[config.mk]
export PLATFORM = sky130hd
export DESIGN_NAME = spi_master_flat
export DESIGN_NICKNAME = d
export VERILOG_FILES = /design/src/rtl/spi_master_if.sv /design/src/rtl/spi_master.sv /design/src/flat_wrapper.sv
export SDC_FILE = /design/constraint.sdc
export NUM_CORES = 1
export LEC_CHECK = 0
export ABC_AREA = 1
export CAP_MARGIN = 20
export CORE_MARGIN = 1
export CORE_UTILIZATION = 35
export DETAILED_ROUTE_END_ITERATION = 12
export RECOVER_POWER = 50
export SYNTH_ARGS = -nofsm -noshare
export SYNTH_HDL_FRONTEND = slang
export SYNTH_SLANG_ARGS = --single-unit
[constraint.sdc]
create_clock -name clk -period 1.5 [get_ports clk]
set_clock_uncertainty 0.1 [all_clocks]
set_input_delay 0.15 -clock clk [delete_from_list [all_inputs] [get_ports clk]]
set_output_delay 0.15 -clock clk [all_outputs]
set_load 0.02 [all_outputs]
[src/rtl/spi_master_if.sv]
// ---------------------------------------------------------------------------
// spi_master_if
//   Bundles the request/response handshake and the SPI pins of spi_master.
//
//   start    : request to begin a frame (pulse or level)
//   cmd      : frame type, 00 wr addr / 01 wr data / 10 rd addr / 11 rd data
//   tx_data  : payload shifted out after cmd
//   busy     : frame (including the trailing gap) in progress
//   done     : one-cycle pulse at frame end
//   rx_data  : last byte received by a read-data frame
//   rx_valid : one-cycle pulse with done for read-data frames
//   SS_n     : slave select, active low
//   MOSI     : serial data to slave
//   MISO     : serial data from slave, synchronous to clk
//
//   master modport : the spi_master view
//   slave  modport : the view of whatever drives requests and the MISO pin
// ---------------------------------------------------------------------------
interface spi_master_if;
    logic       start;
    logic [1:0] cmd;
    logic [7:0] tx_data;
    logic       busy;
    logic       done;
    logic [7:0] rx_data;
    logic       rx_valid;
    logic       SS_n;
    logic       MOSI;
    logic       MISO;

    modport master (
        input  start, cmd, tx_data, MISO,
        output busy, done, rx_data, rx_valid, SS_n, MOSI
    );

    modport slave (
        output start, cmd, tx_data, MISO,
        input  busy, done, rx_data, rx_valid, SS_n, MOSI
    );
endinterface

[src/rtl/spi_master.sv]
// ---------------------------------------------------------------------------
// spi_master
//   Single-clock SPI-style frame master. A frame is one SELECT cycle
//   (SS_n low, MOSI 0), ten MOSI bits {cmd, tx_data} MSB first, and for
//   read-data frames (cmd 11) an optional turnaround followed by eight MISO
//   samples. Every frame is followed by GAP cycles with SS_n high.
//
//   Parameters
//     TURNAROUND : idle cycles between last MOSI bit and first MISO sample (0..7)
//     GAP        : cycles SS_n stays high after a frame before IDLE (1..15)
//
//   Ports
//     clk   : system clock, rising edge
//     rst_n : asynchronous active-low reset
//     bus   : spi_master_if.master (handshake + SPI pins)
// ---------------------------------------------------------------------------
module spi_master #(
    parameter int TURNAROUND = 1,
    parameter int GAP        = 1
) (
    input  logic            clk,
    input  logic            rst_n,
    spi_master_if.master    bus
);

    typedef enum logic [2:0] {
        S_IDLE,
        S_SELECT,
        S_SHIFT,
        S_WAIT,
        S_READ,
        S_GAP
    } state_t;

    // One shared counter is enough: the phases never overlap and the
    // longest count (GAP-1 = 14) fits in four bits.
    localparam logic [3:0] L_SHIFT_LAST = 4'd9;
    localparam logic [3:0] L_READ_LAST  = 4'd7;
    localparam logic [3:0] L_WAIT_LAST  = 4'((TURNAROUND > 0) ? TURNAROUND - 1 : 0);
    localparam logic [3:0] L_GAP_LAST   = 4'(GAP - 1);

    state_t     r_state,    w_state_next;
    logic [9:0] r_frame,    w_frame_next;
    logic       r_is_read,  w_is_read_next;
    logic [3:0] r_cnt,      w_cnt_next;
    logic [7:0] r_shift,    w_shift_next;
    logic [7:0] r_rx_data,  w_rx_data_next;
    logic       r_ss_n,     w_ss_n_next;
    logic       r_mosi,     w_mosi_next;
    logic       r_busy,     w_busy_next;
    logic       r_done,     w_done_next;
    logic       r_rx_valid, w_rx_valid_next;

    always_ff @(posedge clk or negedge rst_n) begin
        if (!rst_n) begin
            r_state    <= S_IDLE;
            r_frame    <= '0;
            r_is_read  <= 1'b0;
            r_cnt      <= '0;
            r_shift    <= '0;
            r_rx_data  <= 8'h00;
            r_ss_n     <= 1'b1;
            r_mosi     <= 1'b0;
            r_busy     <= 1'b0;
            r_done     <= 1'b0;
            r_rx_valid <= 1'b0;
        end else begin
            r_state    <= w_state_next;
            r_frame    <= w_frame_next;
            r_is_read  <= w_is_read_next;
            r_cnt      <= w_cnt_next;
            r_shift    <= w_shift_next;
            r_rx_data  <= w_rx_data_next;
            r_ss_n     <= w_ss_n_next;
            r_mosi     <= w_mosi_next;
            r_busy     <= w_busy_next;
            r_done     <= w_done_next;
            r_rx_valid <= w_rx_valid_next;
        end
    end

    always_comb begin
        w_state_next    = r_state;
        w_frame_next    = r_frame;
        w_is_read_next  = r_is_read;
        w_cnt_next      = r_cnt;
        w_shift_next    = r_shift;
        w_rx_data_next  = r_rx_data;
        w_ss_n_next     = r_ss_n;
        w_mosi_next     = 1'b0;
        w_busy_next     = r_busy;
        w_done_next     = 1'b0;
        w_rx_valid_next = 1'b0;

        unique case (r_state)
            S_IDLE: begin
                if (bus.start) begin
                    w_frame_next   = {bus.cmd, bus.tx_data};
                    w_is_read_next = (bus.cmd == 2'b11);
                    w_busy_next    = 1'b1;
                    w_ss_n_next    = 1'b0;
                    w_cnt_next     = '0;
                    w_state_next   = S_SELECT;
                end
            end

            // The frame register is consumed from its top bit, so MOSI is
            // always frame[9] and the register shifts left each bit.
            S_SELECT: begin
                w_mosi_next  = r_frame[9];
                w_frame_next = {r_frame[8:0], 1'b0};
                w_cnt_next   = '0;
                w_state_next = S_SHIFT;
            end

            // Bit 9 went out on entry; counts 0..8 send bits 8..0 and count 9
            // is the edge that closes the last bit's cycle.
            S_SHIFT: begin
                if (r_cnt == L_SHIFT_LAST) begin
                    w_cnt_next = '0;
                    if (!r_is_read) begin
                        w_ss_n_next  = 1'b1;
                        w_done_next  = 1'b1;
                        w_state_next = S_GAP;
                    end else if (TURNAROUND == 0) begin
                        w_state_next = S_READ;
                    end else begin
                        w_state_next = S_WAIT;
                    end
                end else begin
                    w_mosi_next  = r_frame[9];
                    w_frame_next = {r_frame[8:0], 1'b0};
                    w_cnt_next   = r_cnt + 4'd1;
                end
            end

            S_WAIT: begin
                if (r_cnt == L_WAIT_LAST) begin
                    w_cnt_next   = '0;
                    w_state_next = S_READ;
                end else begin
                    w_cnt_next = r_cnt + 4'd1;
                end
            end

            // The eighth sample is taken on the same edge that publishes the
            // byte, so rx_data is built from the shift register plus MISO.
            S_READ: begin
                w_shift_next = {r_shift[6:0], bus.MISO};
                if (r_cnt == L_READ_LAST) begin
                    w_rx_data_next  = {r_shift[6:0], bus.MISO};
                    w_rx_valid_next = 1'b1;
                    w_done_next     = 1'b1;
                    w_ss_n_next     = 1'b1;
                    w_cnt_next      = '0;
                    w_state_next    = S_GAP;
                end else begin
                    w_cnt_next = r_cnt + 4'd1;
                end
            end

            S_GAP: begin
                if (r_cnt == L_GAP_LAST) begin
                    w_busy_next  = 1'b0;
                    w_cnt_next   = '0;
                    w_state_next = S_IDLE;
                end else begin
                    w_cnt_next = r_cnt + 4'd1;
                end
            end

            default: begin
                w_state_next = S_IDLE;
                w_ss_n_next  = 1'b1;
                w_busy_next  = 1'b0;
                w_cnt_next   = '0;
            end
        endcase
    end

    assign bus.SS_n     = r_ss_n;
    assign bus.MOSI     = r_mosi;
    assign bus.busy     = r_busy;
    assign bus.done     = r_done;
    assign bus.rx_data  = r_rx_data;
    assign bus.rx_valid = r_rx_valid;

endmodule

[src/flat_wrapper.sv]
// flat-port wrapper written by rule: the top's interface ports become plain ports
module spi_master_flat 
#(
    parameter int TURNAROUND = 1,
    parameter int GAP        = 1
)
  (clk, rst_n, bus_start, bus_cmd, bus_tx_data, bus_MISO, bus_busy, bus_done, bus_rx_data, bus_rx_valid, bus_SS_n, bus_MOSI);
  spi_master_if bus_i ();
  input  logic clk;
  input  logic rst_n;
  input wire logic [$bits(bus_i.start)-1:0] bus_start;
  input wire logic [$bits(bus_i.cmd)-1:0] bus_cmd;
  input wire logic [$bits(bus_i.tx_data)-1:0] bus_tx_data;
  input wire logic [$bits(bus_i.MISO)-1:0] bus_MISO;
  output wire logic [$bits(bus_i.busy)-1:0] bus_busy;
  output wire logic [$bits(bus_i.done)-1:0] bus_done;
  output wire logic [$bits(bus_i.rx_data)-1:0] bus_rx_data;
  output wire logic [$bits(bus_i.rx_valid)-1:0] bus_rx_valid;
  output wire logic [$bits(bus_i.SS_n)-1:0] bus_SS_n;
  output wire logic [$bits(bus_i.MOSI)-1:0] bus_MOSI;
  assign bus_i.start = bus_start;
  assign bus_i.cmd = bus_cmd;
  assign bus_i.tx_data = bus_tx_data;
  assign bus_i.MISO = bus_MISO;
  assign bus_busy = bus_i.busy;
  assign bus_done = bus_i.done;
  assign bus_rx_data = bus_i.rx_data;
  assign bus_rx_valid = bus_i.rx_valid;
  assign bus_SS_n = bus_i.SS_n;
  assign bus_MOSI = bus_i.MOSI;
  spi_master #(.TURNAROUND(TURNAROUND), .GAP(GAP)) u_core (.clk(clk), .rst_n(rst_n), .bus(bus_i));
endmodule
### Word-level counts from Yosys, hierarchy flattened

Index checks and enable logic that the tools add are counted.

| word-level totals | value |
|---|---|
| bits in registers | 38 |
| word-level logic and storage cells | 71 |

| operators by class | value |
|---|---|
| $add $sub $neg | 1 |
| equal/unequal tests | 15 |
| multiplexer cells | 30 |
| bitwise logic cells | 2 |
| reductions and logical operators | 12 |

Operators with widths:

| kind | count |
|---|---|
| $pmux W10 S3 | 1 |
| $mux W10 | 2 |
| $mux W3 | 6 |
| $pmux W3 S6 | 1 |
| $mux W4 | 4 |
| $pmux W4 S4 | 1 |
| $mux W1 | 11 |
| $reduce_and A5 Y1 | 2 |
| $ne A2 B1 Y1 const B | 4 |
| $eq A3 B2 Y1 const B | 2 |
| $eq A3 B3 Y1 const B | 2 |
| $ne A2 B2 Y1 const B | 3 |
| $reduce_and A3 Y1 | 2 |
| $add A4 B1 Y4 const B | 1 |
| $eq A4 B3 Y1 const B | 1 |
| $eq A4 B4 Y1 const B | 1 |
| $logic_not A4 Y1 | 1 |
| $pmux W1 S2 | 2 |
| $pmux W1 S4 | 1 |
| $reduce_and A2 Y1 | 2 |
| $reduce_or A4 Y1 | 1 |
| $eq A3 B1 Y1 const B | 1 |
| $logic_not A3 Y1 | 1 |
| $pmux W1 S3 | 1 |
| 5 further kinds | 6 |

### Logic depth before layout (Yosys ltp)

| logic depth | value |
|---|---|
| depth in word-level cells | 4 |
| mapped depth | 9 |

### Least setup slack after synthesis

OpenSTA, ideal clock, no wires.

| timing | value |
|---|---|
| kind | flip-flop to flip-flop |
| start | reg u_core.r_cnt[1] |
| end | reg u_core.r_cnt[1] |
| library setup time | 0.116 ns |
| arrival time | 1.271 ns |
| setup slack | 0.013 ns |
| stages on the path, launching flop included | 10 |
| path through | dfrtp_1 inv_1 ha_1 nand2_1 nor2_2 nor2_2 nor2_2 nand2_1 nand2_1 nand2_1 |

| on the way | value |
|---|---|
| cells in the longest elaborated chain, start to end | 3 |
| elaborated cells between the ends (all ways) | 8 |
| those cells by class | add/sub: 1; eq/ne: 2; mux: 4; reduce/logical: 1 |

RTL lines:

| element | RTL line | RTL |
|---|---|---|
| start: declaration | spi_master.sv:45 | `logic [3:0] r_cnt, w_cnt_next;` |
| start signal: assignment | spi_master.sv:71 | `r_cnt <= w_cnt_next;` |
| $add A4 B1 Y4, or another cell as far along | - |  |
| $mux W4 (on tied branches) | - |  |
| $pmux W4 S4 (*) | spi_master.sv:95 | `unique case (r_state)` |

Every way passes the cells marked *; elsewhere a longest branch is shown, timed or not.
A chain may end at the register's enable or synchronous reset.

### Final worst setup path

| timing | value |
|---|---|
| start | reg u_core.r_cnt[1] |
| end | reg u_core.r_cnt[3] |

Same word-level chain as after synthesis.

==> results.txt <==
----------------------------------------------------
[Outcome]
  Status ... finished, final reports clean

[GRT]
  Overflow left after global routing ... 0
  Number of antenna violations at the first check in global routing ... 0
  Pin count of the biggest net entering global routing ... 24
  Via count of the first global-routing pass ... 1502
  First-pass GRT wire length ... 7017 um
  Total global routing track utilization ... 16.60%

[Routing]
  Count of unresolved DRC violations after routing ... 0
  Wire per inst ... 11.89 um
  Via density ... 4.518
  Total wire length ... 4245 um
  Via total after detailed routing ... 1613
  Detailed Routing Iterations Pass 1 ... 4
  Count of nets left with antenna violations after detail routing ... 0
  Initial detailed-routing violation count ... 73

[Synth]
  Gate Count Post-Synth ... 240
  Fraction of post-synthesis cell area in the top cell type by area ... 48.68%
  Most frequent cell after synthesis ... sky130_fd_sc_hd__nand2_1
  Combined area of all synthesized cells ... 1902 sq um
  Top cell types by occurrence after synthesis ... 96 x sky130_fd_sc_hd__nand2_1, 37 x sky130_fd_sc_hd__dfrtp_1, 27 x sky130_fd_sc_hd__nand3_1, 22 x sky130_fd_sc_hd__inv_1, 10 x sky130_fd_sc_hd__o21ai_0
  Number of synthesized register bits ... 38
  Sequential-to-total area share from yosys stat ... 50.07%
  Number of enable flip-flop cells after synthesis ... 0
  Net count after synthesis ... 257
  Mean post-synth cell area ... 7.924 sq um
  Yosys warning total ... 0
  Area contributors post-synth ... sky130_fd_sc_hd__dfrtp_1 49%, sky130_fd_sc_hd__nand2_1 19%, sky130_fd_sc_hd__nand3_1 7.1%
  Post-synth ARST share ... 100.0%
  Count of unique library cells instantiated by Yosys ... 24
  Library cell with the largest summed area after synthesis ... sky130_fd_sc_hd__dfrtp_1
  Dominant synthesized flop cell ... sky130_fd_sc_hd__dfrtp_1

[Critical path]
  Category of the worst setup path launch point ... flip-flop
  Slowest stage cell, crit path ... sky130_fd_sc_hd__dfrtp_1
  Critical path's largest stage delay ... 0.43 ns
  CP cell instances ... inv_2 -> ha_4 -> nand2_2 -> nor2_4 -> nor2_4 -> nor2_4 -> nand2_2 -> nand2_1 -> nand2_1
  Peak fanout along the critical path ... 6
  Setup crit end kind ... flip-flop
  Data required time of the worst path ... 1.58 ns
  Data arrival, critical path ... 1.55 ns
  Setup CP Type ... reg -> reg
  Most frequent cell on the critical path ... sky130_fd_sc_hd__nor2_4

[Die]
  Die boundary width ... 75.72 um
  Total I/O pin count ... 27
  Die outline area ... 5733 sq um
  Vertical die dimension ... 75.72 um
  Placement row count ... 26
  Starting Density ... 36.77%
  Area of the core ... 5172 sq um

[Power]
  Fraction of power consumed by sequential logic ... 33.6%
  Fraction of power consumed by the clock network ... 21.6%
  Part of the power in combinational logic ... 44.8%
  Power density relative to cell area ... 1887 nW/um^2
  Internal power component ... 2.955 mW
  P_sw ... 1.976 mW
  Worst ir drop on vdd ... 758.5 uV
  Switching share of power ... 40.08%
  Leakage ... 1.401 nW

[STA]
  Max-slew violation total from the final report ... 0
  Slew @ Worst Pin ... 0.4195 ns
  Setup tns final ... 0 ns
  Share of the clock period used by the worst path after layout ... 98.19%
  Max-slew headroom ... 72.03%
  Worst hold-check slack ... 0.2270 ns
  Achievable clock frequency ... 679.0 MHz
  Setup repair after global routing missed its margin ... yes
  Number of endpoints with negative hold slack in the final report ... 0
  Minimum clock period ... 1.473 ns
  Final setup fails ... 0

[Clock network]
  Clock tree buffer depth ... 2
  Clock-pin slew of the registers on the worst-case setup and hold paths ... 0.08 ns
  CTS tree ... built
  Clock latency of the later-clocked register in the worst-skew pair ... 0.29 ns
  CTS H-Tree Depth ... 2
  Number of sinks handled by clock tree synthesis ... 38
  Number of buffers created by CTS ... 5
  Clock root buffer ... sky130_fd_sc_hd__clkbuf_8

[Placement]
  Weighted congestion reported at the end of routability-driven placement ... 0.8491
  Post-DP HPWL ... 2891 um
  Port Buf Inserts ... 26
  Area of placed instances ... 2352 sq um

[Cells and area]
  Final cell area excluding filler cells ... 2614 sq um
  Filler cell count in the final layout ... 491
  Utilization after layout ... 50.53%
  Layout Nets ... 303
  Share of final-layout standard cells stronger than drive strength 1 ... 23.69%
  Number of antenna diodes ... 0
  Area added between synthesis and finish ... 37.43%

[Job]
  Max Cap Violations ... 0

[Worst hold path]
  Path type of the worst min-delay path ... in -> async

----------------------------------------------------
-- power groups by stage --
stage	Clock, mW	Sequential [mW]	Combinational, mW
final	1.07	1.66	2.21
after global routing	1.14	1.71	2.51
after CTS	1.10	1.61	2.04
after detailed placement	0	1.63	1.97
after global placement	0	1.62	1.96
after floorplan	0	1.58	1.34
-- layout by cell type, fill, tap and decap left out, drive strengths merged, types with 3 or more instances in the layout --
| cell | netlist | final |
|---|---|---|
| dfrtp | 37 | 37 |
| clkbuf | 1 | 8 |
| ha | 3 | 3 |
| nand3 | 27 | 27 |
| a21oi | 6 | 7 |
| nand2 | 99 | 99 |
| buf | 6 | 17 |
| o21ai | 17 | 17 |
| dlygate4sd2 | 0 | 9 |
| clkdlybuf4s50 | 0 | 14 |
| nor2 | 13 | 13 |
| inv | 24 | 24 |
-- worst max-delay path: cells and delay by family, from the launching register on --
kind                     cells  cell delay, ns
AND/OR/NAND/NOR              7            0.61
flip-flops                   1            0.43
adder cells (fa/ha/maj)      1            0.14
buffers and inverters        1            0.09
-- kinds of logic after synthesis --
group                    Yosys count  share of synthesized area, %
adder cells (fa/ha/maj)            3                         1.974
buffers and inverters             31                         7.105
AO/OA/AOI/OAI                     25                         8.881
flip-flops                        38                         50.07
AND/OR/NAND/NOR                  141                         31.05
XOR/XNOR                           2                        0.9212
-- final cells by class --
cell class	instances	area [sq um]	share of cell area, %
flip-flops and latches	38	957.2	36.62
multi-input cells	172	925.9	35.42
repair buffers	45	410.4	15.70
inverters	24	90.09	3.447
well taps	70	87.58	3.351
clock buffers	6	82.58	3.159
clock inverters	2	60.06	2.298
-- registers in the layout (all words and copies together), names as in the netlist --
name,flops
u_core.r_frame,10
u_core.r_cnt,4
u_core.bus.done,1
u_core.bus.SS_n,1
u_core.bus.rx_data,8
u_core.bus.busy,1
u_core.bus.MOSI,1
u_core.bus.rx_valid,1
u_core.r_is_read,1
u_core.r_shift,7
u_core.r_state,3
-- routing by layer --
| layer | GRT usage (%) | part of all wire, % | vias up |
|---|---|---|---|
| met5 | 0 | 0 | - |
| met3 | 3.968 | 2.8 | 6 |
| met2 | 25.69 | 46 | 23 |
| met4 | 4.938 | 1.3 | 0 |
| met1 | 23.21 | 50 | 740 |
| li1 | - | - | 844 |
-- worst paths after layout --
check	start	endpoint	slack [ns]	cells past startpoint
hold / removal	rst_n	u_core.bus.rx_data[1]	0.23	2
setup reg to reg	u_core.r_cnt[1]	u_core.r_cnt[3]	0.03	9
min in group clk	bus_MISO	u_core.bus.rx_data[0]	0.33	3
setup / recovery	u_core.r_cnt[1]	u_core.r_cnt[3]	0.03	9
max in group asynchronous	rst_n	u_core.r_state[0]	0.34	3
hold reg to reg	u_core.bus.SS_n	u_core.bus.SS_n	0.36	2
-- through the flow --
| stage | power [mW] | instances | setup WS (ns) |
|---|---|---|---|
| floorplan | 2.923 | 240 | 0.01254 |
| global placement | 3.583 | 346 | -0.09799 |
| detailed placement | 3.600 | 346 | -0.1017 |
| CTS | 4.748 | 357 | -0.03935 |
| global route | 5.364 | 357 | -0.04770 |
| finish | 4.932 | 357 | 0.02721 |
-- timing repair --
item                                    4_1_cts  5_1_grt
gates cloned                                  1        0
hold buffers                                  1        0
pin swaps                                     3        7
endpoints found under the hold margin        14        0
gates resized for setup                      15       28
buffers inserted                              1        0
endpoints found under the setup margin       25       24
Note: power is estimated with default switching activity, not from simulation.
==> edit (config.mk and constraints unchanged) <==
`TURNAROUND` is set to 1 in 2 places; all go to 0.
--- a/src/rtl/spi_master.sv
+++ b/src/rtl/spi_master.sv
@@ -17,3 +17,3 @@
 module spi_master #(
-    parameter int TURNAROUND = 1,
+    parameter int TURNAROUND = 0,
     parameter int GAP        = 1
--- a/src/flat_wrapper.sv
+++ b/src/flat_wrapper.sv
@@ -3,3 +3,3 @@
 #(
-    parameter int TURNAROUND = 1,
+    parameter int TURNAROUND = 0,
     parameter int GAP        = 1
Check against the original RTL: no difference found for any inputs over 10 cycles, from zero or initial values and one cycle with rst_n low; that may be too few to reach the edited logic, so the function may still have changed.
==> edit against the unedited design <==
- the flow now finishes with violations (setup timing)
- sequential cell count stayed put
- wire length grew 4.8%
- setup slack got worse by 39 ps
- cell area up 1.1%
- synthesized area is 1.3% lower
- power shrank 1.1%
- highest routed layer unchanged
- non-clock buffer count increased by 7
- sequential power down 2%
==> edit: results (changes against the unedited design) <==
Synthesized Nets 255 (-0.78%); standard cell with the maximum stage delay on the critical path dfrtp_2; layout cell share with drive strength beyond 1 24.8% (+1.1 points); met3 usage 4.28% (+0.32 points); Layout fillers 515 (+4.9%); starting DRC count in detailed routing 126 (+73%); M2 GR Usage 25.5% (-0.17 points); Clock power frac 15.3% (-6.3 points); drt wl/cell 12.2 um (+2.8%); total setup buffers inserted after CTS 3 (+2); combinational group power 2.52 mW (+14%); post-layout net count 310 (+2.3%); Met2 Routed Length 2030 um (+3.3%); post-route design area 2640 um^2 (+1.1%); Final WS setup -12.0 ps (-39.2 ps); placement-stage worst setup slack -71.5 ps (+30.2 ps); arrival time of data at the critical path endpoint 1600 ps (+50 ps); total negative setup slack -14.4 ps (-14.4 ps); run status complete, but fails checks; Leak Pwr 1.40 nW (about the same); Post-Syn Instances 238 (-0.83%); routed length on met1 2120 um (+1.0%); sequential area share after synthesis 50.7% (+0.67 points); Crit path largest cell delay 450 ps (+20 ps); via count of the first global-routing pass 1,548 (+3.1%); routed wire length 4450 um (+4.8%); Min-Delay Path Class in -> reg; cell count after placement 347 (+0.29%); number of distinct standard cells referenced by the synthesized netlist 26 (+8.3%); IR drop worst, VDD 0.930 mV (+23%); relative slew slack 39.7% (-32 points); violations in the final reports setup timing; cells resized by post-CTS repair 18 (+3); total half-perimeter wirelength after legalization and detailed placement 2890 um (about the same); final setup fails 2 (+2); GR Util met1 24.1% (+0.86 points); Post-Place Cell Area 2350 um^2 (about the same); ranking of synthesized cells by instance count 95 x nand2_1, 37 x dfrtp_1, 24 x nand3_1, 17 x inv_1, 14 x nor2_1; maximum fanout encountered on the critical timing path 5 (-1); last weighted congestion value of the routability-driven placer 0.896 (+5.5%)
[edit: path summary, 6_finish.rpt]
path	startpoint	endpoint	slack, ps	cells past startpoint
max	u_core.r_cnt[0]	u_core.r_cnt[1]	-10	9
min	bus_MISO	u_core.bus.rx_data[0]	320	3
min reg2reg	u_core.bus.SS_n	u_core.bus.SS_n	350	2
max in group asynchronous	rst_n	u_core.r_cnt[0]	250	3
min in group asynchronous	rst_n	u_core.r_state[2]	400	2
max reg2reg	u_core.r_cnt[0]	u_core.r_cnt[1]	-10	9
[edit: layout make-up]
cell class,instances,share of cell area [%]
Clock buffer,7,3.27
Clock inverter,1,0.189
Inverter,24,3.60
Multi-Input combinational cell,172,35.1
Sequential cell,38,36.2
Tap cell,70,3.32
Timing Repair Buffer,52,18.3
[edit: cell families after synthesis]
family | share of synthesized area (%)
adder cells (fa/ha/maj) | 2.00
buffers and inverters | 6.47
XOR/XNOR | 0.934
flip-flops | 50.7
AND/OR/NAND/NOR | 33.7
AO/OA/AOI/OAI | 6.13
